[src/rtl/instruction_encoder.sv]
// Instruction encoder: packs decoded fields into 32-bit ISA words and
// writes them to instruction memory at consecutive addresses from a base.
// Ports: clk, rst_n (async active-low), start/base/len job control,
// in_valid/in_ready field handshake, funtype/funcode/rd/rs/rx/selimm/imm
// fields, mem_we/mem_addr/mem_wdata/mem_ack memory write port,
// busy/done/err status.
// Optional macro INSTR_ENC_CHECK_EN: field legality checking and err flag.
module instruction_encoder #(
    parameter int AW = 10,
    parameter int LW = 10
) (
    input  logic          clk,
    input  logic          rst_n,
    input  logic          start,
    input  logic [AW-1:0] base,
    input  logic [LW-1:0] len,
    input  logic          in_valid,
    output logic          in_ready,
    input  logic [1:0]    funtype,
    input  logic [1:0]    funcode,
    input  logic [3:0]    rd,
    input  logic [3:0]    rs,
    input  logic [3:0]    rx,
    input  logic          selimm,
    input  logic [31:0]   imm,
    output logic          mem_we,
    output logic [AW-1:0] mem_addr,
    output logic [31:0]   mem_wdata,
    input  logic          mem_ack,
    output logic          busy,
    output logic          done,
    output logic          err
);

    typedef enum logic [1:0] {
        IDLE = 2'd0,
        RUN  = 2'd1,
        WAIT = 2'd2,
        FIN  = 2'd3
    } state_t;

    state_t        state_q, state_d;
    logic [AW-1:0] addr_q, addr_d;
    logic [LW-1:0] remain_q, remain_d;
    logic [31:0]   wdata_q, wdata_d;
    logic          err_q, err_d;

    logic [31:0]   enc;
    logic          is_reg, is_cwr;
    logic          illegal;
    logic          hs;

    assign is_reg = (funtype == 2'b00);
    assign is_cwr = (funtype == 2'b11) && (funcode == 2'b10);
    assign hs     = in_valid && (state_q == RUN);

    always_comb begin
        enc = '0;
        enc[31:28] = {funtype, funcode};
        if (is_reg) begin
            enc[27:24] = rd;
            enc[23:20] = rs;
            if (selimm) begin
                enc[19:1] = imm[18:0];
                enc[0]    = 1'b1;
            end else begin
                enc[19:16] = rx;
            end
        end else if (is_cwr) begin
            // cache write carries a 4-bit immediate in the rs slot
            enc[27:24] = rd;
            enc[23:20] = imm[3:0];
            enc[19:16] = rx;
        end else if (selimm) begin
            enc[27:0] = imm[27:0];
        end else begin
            enc[27:24] = rd;
            enc[23:20] = rs;
            enc[19:16] = rx;
        end
    end

`ifdef INSTR_ENC_CHECK_EN
    always_comb begin
        illegal = 1'b0;
        if (is_reg) begin
            illegal = selimm && (imm[31:19] != '0);
        end else if (is_cwr) begin
            illegal = (imm[31:4] != '0);
        end else if (selimm) begin
            illegal = (imm[31:28] != '0) || !imm[0];
        end
    end
`else
    assign illegal = 1'b0;
`endif

    logic unused_imm;
    assign unused_imm = ^imm[31:28];

    always_comb begin
        state_d  = state_q;
        addr_d   = addr_q;
        remain_d = remain_q;
        wdata_d  = wdata_q;
        err_d    = err_q;
        unique case (state_q)
            IDLE: begin
                if (start) begin
                    addr_d   = base;
                    remain_d = len;
                    err_d    = 1'b0;
                    state_d  = (len == '0) ? FIN : RUN;
                end
            end
            RUN: begin
                if (hs) begin
                    if (illegal) begin
                        // dropped word still consumes a slot of the job
                        err_d    = 1'b1;
                        remain_d = remain_q - 1'b1;
                        if (remain_q == LW'(1)) state_d = FIN;
                    end else begin
                        wdata_d = enc;
                        state_d = WAIT;
                    end
                end
            end
            WAIT: begin
                if (mem_ack) begin
                    addr_d   = addr_q + 1'b1;
                    remain_d = remain_q - 1'b1;
                    state_d  = (remain_q == LW'(1)) ? FIN : RUN;
                end
            end
            FIN: state_d = IDLE;
            default: state_d = IDLE;
        endcase
    end

    always_ff @(posedge clk or negedge rst_n) begin
        if (!rst_n) begin
            state_q  <= IDLE;
            addr_q   <= '0;
            remain_q <= '0;
            wdata_q  <= '0;
            err_q    <= 1'b0;
        end else begin
            state_q  <= state_d;
            addr_q   <= addr_d;
            remain_q <= remain_d;
            wdata_q  <= wdata_d;
            err_q    <= err_d;
        end
    end

    // status decoded straight from state so reset drops them at once
    assign in_ready  = (state_q == RUN);
    assign mem_we    = (state_q == WAIT);
    assign busy      = (state_q == RUN) || (state_q == WAIT);
    assign done      = (state_q == FIN);
    assign mem_addr  = addr_q;
    assign mem_wdata = wdata_q;
    assign err       = err_q;

endmodule

[config.mk]
export PLATFORM = sky130hd
export DESIGN_NAME = instruction_encoder
export DESIGN_NICKNAME = d
export VERILOG_FILES = /design/src/rtl/instruction_encoder.sv
export SDC_FILE = /design/constraint.sdc
export NUM_CORES = 1
export LEC_CHECK = 0
export CAP_MARGIN = 20
export CORE_ASPECT_RATIO = 0.9
export CORE_MARGIN = 4
export CORE_UTILIZATION = 30
export DETAILED_ROUTE_END_ITERATION = 8
export SLEW_MARGIN = 40
export SYNTH_ARGS = -nofsm -noshare
export SYNTH_HDL_FRONTEND = slang
export SYNTH_SLANG_ARGS = --single-unit
[constraint.sdc]
create_clock -name clk -period 1.75 [get_ports clk]
set_input_delay 0.35 -clock clk [delete_from_list [all_inputs] [get_ports clk]]
set_output_delay 0.35 -clock clk [all_outputs]
set_load 0.005 [all_outputs]
==> results.md, run 1 <==
* Outcome: complete, but fails checks
* Failing checks: negative setup slack
* Reg clk slew, reported paths at 0.07 ns
* Cells after synthesis at 336
* RSZ-0062 raised after global routing: yes
* Peak supply drop at 0.000829 V
* Vias in the first global route at 3183
* Initial core utilization at 0.313
* Cts bufs inserted at 5
* Crit path max-delay cell type: or3_4
* Lkg Pwr at 2.03 nW
* CP Data Arrival Time at just under 2 ns
* Multi-input logic area at 1700 sq um
* Vias per std cell at 5.21
* Hold Vio Cnt, Final at 0
* CTS root buffer: clkbuf_16
* CP max FO at 5
* Core Area at 9870 sq um
* Worst Hold Class: in -> async
* Synth area leaders: dfrtp_1 (44%), nor2_1 (5.5%), nand2_1 (4.4%), a221oi_1 (4.3%), o22ai_1 (3.4%)
* Vias at 3200
* Global-route wire length before repair at 16400 um
* Total grt overflow at 0
* Overall Power at 0.00794 W
* GRT Overall Usage at 0.165
* Most frequent cells in the layout: clkdlybuf4s50_1 (110), dfrtp_1 (51), nor2_1 (45)
* Commonest non-fill, non-tap cell in the layout: clkdlybuf4s50_1
* # IOs at approximately 120
* Pin count of the biggest net entering global routing at 55
* Pins Over Slew Limit at 0
* Die Y-Extent at 104 um
* Syn nets at 418
* # nets final at 569
* Fin worst setup slack at -0.0404 ns
* Skew final at ~0.0066 ns
* Cell taking the most area after synthesis: dfrtp_1
* Antenna-violating nets left at 0
* DRC Markers at 0
* Fmax at around 560 MHz
* Post-synthesis async set-or-reset flop share at 1.00
* Synth top area share at 0.438
* First DRT Iteration DRCs at approximately 120
* CP Buf/Inv Count at 1
* Synth Flop Type: dfrtp_1
* Row count at 34
* Max Cap Viol at 0
* Crit. End Element: register
* Final min period at 1.79 ns
* Hold WS at 0.0516 ns
* Number of synthesized flops with an enable pin at 0
* Yosys synthesis warning count at 0
* Critical path class: reg -> reg
* Clock sinks at 54
* DP HPWL at approximately 7500 um
* Die ar. at 12000 sq um
* H-tree depth at 2
* Delay-heaviest family, CP: simple AND/OR/NAND/NOR gates
* Register bit total from synthesis at 54
* PortBufs at 115
* Final setup violation count at 4
* Post-synthesis sequential area ratio at 0.438
* Filler cell count at 970
* Area Growth Syn to Fin at 61.0%
* Fin crit share at 1.02
* Critical Path Source Type: register
* Share of cells above drive strength 1 at 0.191
* Crit-path cells: buf_6 > ha_4 > nor2b_4 > or3_4 > nor4_2 > a311oi_1
* DR pass1 iterations at 4
* Cell variety after synth at 54
* FF+latch area at 1360 sq um
* Cell area power density at about 1600 nW/um^2
* Critical path's largest stage delay at 0.47 ns
* Antenna fix cells at 0
* Synth Cell Area at 3090 sq um
* RePlAce Congestion at 0.810
* Routed WL at roughly 10000 um
* CTS tree: built
* Clk_lat worst skew at 0.29 ns
* Initial antenna violation count at 0
* Synthesized area per cell at ~9.2 sq um
* DIE WIDTH at roughly 110 um
* Routed len/inst at approximately 17 um
* CTS max path bufs at 2
* CP Data Required Time at 1.91 ns
power breakdown:
part | switching [W] | total [W] | internal [W]
registers | 0.000505 | 0.00237 | 0.00187
logic | 0.00201 | 0.00455 | 0.00255
clock network | 0.000479 | 0.00102 | 0.000537
cell usage after synthesis, types with 4 or more instances:
| cell type | n |
|---|---|
| clkbuf_1 | 8 |
| o22ai_1 | 17 |
| nor4_1 | 4 |
| o21ai_0 | 16 |
| nor3_1 | 9 |
| dfrtp_1 | 54 |
| nand2_1 | 36 |
| nand3_1 | 13 |
| nor2_1 | 45 |
| mux2i_1 | 10 |
| a21oi_1 | 13 |
| nand3b_1 | 4 |
| a311oi_1 | 5 |
| mux2_2 | 4 |
| a221oi_1 | 15 |
| nor4_2 | 4 |
| ha_1 | 8 |
| inv_1 | 11 |
| and2_1 | 5 |
| o21ai_1 | 4 |
layout make-up:
class / count / area share
clock inverters: 3 / 0.00478
flip-flops and latches: 54 / 0.273
well taps: 126 / 0.0317
multi-input cells: 254 / 0.342
inverters: 11 / 0.00906
repair buffers: 161 / 0.315
clock buffers: 5 / 0.0252
metrics by stage:
| step | utilization | TNS [ns] | setup WS, ns | std cells | instance area, sq um |
|---|---|---|---|---|---|
| final | 0.504 | -0.0839 | -0.0404 | 614 | 4970 |
| after detailed placement | 0.468 | -7.65 | -0.262 | 593 | 4620 |
| after CTS | 0.490 | -0.116 | -0.0770 | 607 | 4840 |
| after global placement | 0.468 | -6.36 | -0.212 | 593 | 4620 |
| after global routing | 0.504 | -0.777 | -0.143 | 614 | 4970 |
| after floorplan | - | -0.115 | -0.0287 | 336 | 3100 |
sequential cells by signal (all words and copies together) (netlist names):
register and flops:
remain_q 10, state_q 2, mem_wdata 32, mem_addr 10
path summary, 6_finish.rpt:
| kind | end | cells after the start | slack, ns | from |
|---|---|---|---|---|
| setup / recovery | remain_q[7] | 6 | -0.04 | state_q[1] |
| setup reg to reg | remain_q[7] | 6 | -0.04 | state_q[1] |
| hold reg to reg | mem_wdata[30] | 2 | 0.48 | mem_wdata[30] |
| max in group asynchronous | mem_addr[2] | 2 | 1.43 | rst_n |
| hold / removal | mem_wdata[18] | 2 | 0.05 | rst_n |
| min in group clk | mem_wdata[30] | 2 | 0.48 | mem_wdata[30] |
what timing repair did:
item | in CTS | in global routing
endpoints found under the hold margin | 0 | 0
cloned | 2 | 0
endpoints found under the setup margin | 22 | 27
gates resized for setup | 11 | 22
buffers inserted | 4 | 7
hold buffers | 0 | 0
pin swaps | 2 | 9
cell families (layout without fill, tap and decap cells):
family | count (synthesis) | after routing | synth area share
and+or+nand+nor | 143 | 145 | 0.243
AOI/OAI and AO/OA | 86 | 86 | 0.190
DFF | 54 | 54 | 0.438
buffers and inverters | 30 | 180 | 0.0490
muxes | 14 | 14 | 0.0470
adders and majority gates | 8 | 8 | 0.0324
other | 1 | 1 | 0.00121
per-layer routing:
| metal | GRT usage | vias to the layer above | wire length (um) |
|---|---|---|---|
| met5 | 0 | - | 0 |
| met3 | 0.0320 | 4 | 755 |
| met2 | 0.256 | 125 | 4660 |
| met4 | 0.0243 | 0 | 26 |
| li1 | - | 1542 | - |
| met1 | 0.243 | 1529 | 4850 |
Power figures use the tool's default switching activity.
==> run 2, diff against run 1 <==
--- a/config.mk
+++ b/config.mk
@@ -8,8 +8,9 @@
 export CAP_MARGIN = 20
 export CORE_ASPECT_RATIO = 0.9
 export CORE_MARGIN = 4
-export CORE_UTILIZATION = 30
+export CORE_UTILIZATION = 40
 export DETAILED_ROUTE_END_ITERATION = 8
+export PLACE_DENSITY = 0.77
 export SLEW_MARGIN = 40
 export SYNTH_ARGS = -nofsm -noshare
 export SYNTH_HDL_FRONTEND = slang
==> run 2 against run 1 <==
Compared with the run above: the run still ends with negative setup slack left; wire length fell by 8.1%; total power fell by 6.7%; non-clock buffer count fell by 9; clock skew rose by 0.0018 ns; maximum frequency fell by 1.5%; clock-buffer cell count did not move; setup slack got worse by 0.027 ns; sequential power barely moved; critical path depth did not move; combinational power fell by 5.3%; sequential share of layout area rose by 1.1 points.
==> results.md, run 2 (synthesized netlist as in run 1, its figures left out) <==
* Outcome: complete, but fails checks
* Failing checks: negative setup slack
* Delay-heaviest family, CP: simple AND/OR/NAND/NOR gates
* Cell area power density at 1550 nW/um^2 (-2.8%)
* Fin crit share at 1.04 (+0.0152)
* FF+latch area at 1350 sq um (about the same)
* Antenna fix cells at 0 (unchanged)
* Most frequent cells in the layout: clkdlybuf4s50_1 (110), dfrtp_1 (52), nor2_1 (45)
* Met1 Track Usage GR at 0.262 (+0.0186)
* CP max FO at 10 (+5)
* CP Data Required Time at 1.93 ns (+0.02 ns)
* Lkg Pwr at 1.95 nW (-3.7%)
* Max Cap Viol at 0 (unchanged)
* Place WS at -0.292 ns (-0.0299 ns)
* Number of flip-flops under the largest register name at 32 (unchanged)
* DRC Markers at 0 (unchanged)
* DR pass1 iterations at 4 (unchanged)
* Pins Over Slew Limit at 0 (unchanged)
* Core Area at 7540 sq um (-24%)
* Worst Hold Class: in -> async
* Worst-Margin Slew at 0.547 ns
* RePlAce Congestion at 0.803 (-0.88%)
* Clock sinks at 54 (unchanged)
* Worst reg2reg startpoint: state_q[1]
* Critical Path Source Type: register
* DIE WIDTH at 101 um (-12%)
* GRT Overall Usage at 0.201 (+0.0358)
* Die ar. at 9190 sq um (-23%)
* RSZ-0062 raised after global routing: yes
* Finished Layout Cells at 574 (-6.5%)
* Skew final at 0.00842 ns (+0.00181 ns)
* Crit path max-delay cell type: or3_4
* # IOs at 121 (unchanged)
* Met2 Resource Use GR at 0.331 (+0.0744)
* CTS max path bufs at 2 (unchanged)
* Filler cell count at 641 (-34%)
* Crit-path cells: buf_6 > ha_4 > nor2b_4 > or3_4 > nor4_2 > a311oi_2
* CP Buf/Inv Count at 1 (unchanged)
* Relative slew slack at 0.636
* Share of cells above drive strength 1 at 0.174 (-0.0169)
* Fin worst setup slack at -0.0670 ns (-0.0266 ns)
* Critical Path Stages at 6 (unchanged)
* Placed cells at 558 (-5.9%)
* First DRT Iteration DRCs at 129 (+11%)
* Critical path class: reg -> reg
* Row count at 30 (-12%)
* Vias at 3162 (-1.2%)
* Vias in the first global route at 3137 (-1.4%)
* Antenna-violating nets left at 0 (unchanged)
* Routed WL at 9450 um (-8.1%)
* Peak supply drop at 0.000993 V (+20%)
* Crit. End Element: register
* Register-to-register setup slack at -0.07 ns (-0.03 ns)
* R2R depth at 6 (unchanged)
* Hold Vio Cnt, Final at 0 (unchanged)
* Global-route wire length before repair at 15000 um (-8.1%)
* Vias per std cell at 5.51 (+5.7%)
* H-tree depth at 2 (unchanged)
* CTS root buffer: clkbuf_8
* Critical R2R Capture: remain_q[8]
* Reg clk slew, reported paths at 0.11 ns (+0.04 ns)
* # nets final at 559 (-1.8%)
* Critical path's largest stage delay at 0.46 ns (about the same)
* CTS tree: built
* PortBufs at 115 (unchanged)
* Most used routing layer: met2
* Fmax at 550 MHz (-1.5%)
* Initial antenna violation count at 0 (unchanged)
* Clk_lat worst skew at 0.31 ns (+0.02 ns)
* Initial core utilization at 0.409 (+0.0964)
* Total grt overflow at 0 (unchanged)
* DP HPWL at 6940 um (-8.0%)
* Grt met3 use at 0.0445 (+0.0126)
* Cts bufs inserted at 5 (unchanged)
* Area Growth Syn to Fin at 54.5%
* Routed len/inst at 16.5 um (-1.7%)
* CP Data Arrival Time at 2.00 ns (+0.04 ns)
* Pin count of the biggest net entering global routing at 55 (unchanged)
* Final setup violation count at 13 (+9)
* Die Y-Extent at 91.4 um (-12%)
* Multi-input logic area at 1680 sq um (-1.1%)
* Commonest non-fill, non-tap cell in the layout: clkdlybuf4s50_1
* Final min period at 1.82 ns (+0.0266 ns)
==> run 2: worst register-to-register path: stages, from the launching register on <==
cell and delay (ns):
dfrtp_2 0.44, buf_6 0.13, ha_4 0.17, nor2b_4 0.14
or3_4 0.46, nor4_2 0.28, a311oi_2 0.06
==> run 2: layer usage <==
metal | vias up | part of all wire
met4 | 0 | 0.014
met1 | 1509 | 0.43
met5 | - | 0
met2 | 121 | 0.48
li1 | 1521 | -
met3 | 11 | 0.078
==> run 2: worst max path at each step <==
| stage | start | to | slack [ns] |
|---|---|---|---|
| final | state_q[1] | remain_q[8] | -0.07 |
| after CTS | state_q[1] | remain_q[7] | -0.04 |
| after global placement | start | remain_q[6] | -0.23 |
| after floorplan | state_q[1] | remain_q[6] | -0.03 |
| after detailed placement | start | remain_q[7] | -0.29 |
| after global routing | state_q[1] | remain_q[8] | -0.15 |
==> run 2: cell type report <==
class	count	share of cell area
multi-input cells	253	0.353
repair buffers	152	0.310
flip-flops and latches	54	0.284
well taps	96	0.0252
clock buffers	5	0.0144
inverters	11	0.00865
clock inverters	3	0.00525
==> run 2: repair_timing <==
action,CTS,global route
resized for setup,17,12
gates cloned,2,1
buffers inserted,3,2
hold buffers,0,0
setup endpoints to repair,22,20
pin swaps,5,4
==> run 2: per-stage QoR <==
step            util  setup TNS [ns]  total power, W  cell area [sq um]  hold slack, ns
6_report       0.632          -0.382         0.00741               4770          0.0178
3_3_place_gp   0.601           -5.69         0.00617               4530           0.371
5_1_grt        0.632           -1.64         0.00796               4770          0.0393
3_5_place_dp   0.601           -7.12         0.00633               4530           0.390
2_1_floorplan      -          -0.115         0.00432               3100          0.0544
4_1_cts        0.625          -0.110         0.00730               4710          0.0357
==> run 2: power breakdown <==
group	switching, W	internal, W	leakage, nW	total, W
sequential	0.000488	0.00186	0.625	0.00235
combinational	0.00194	0.00238	1.28	0.00431
clock	0.000455	0.000290	0.0447	0.000746
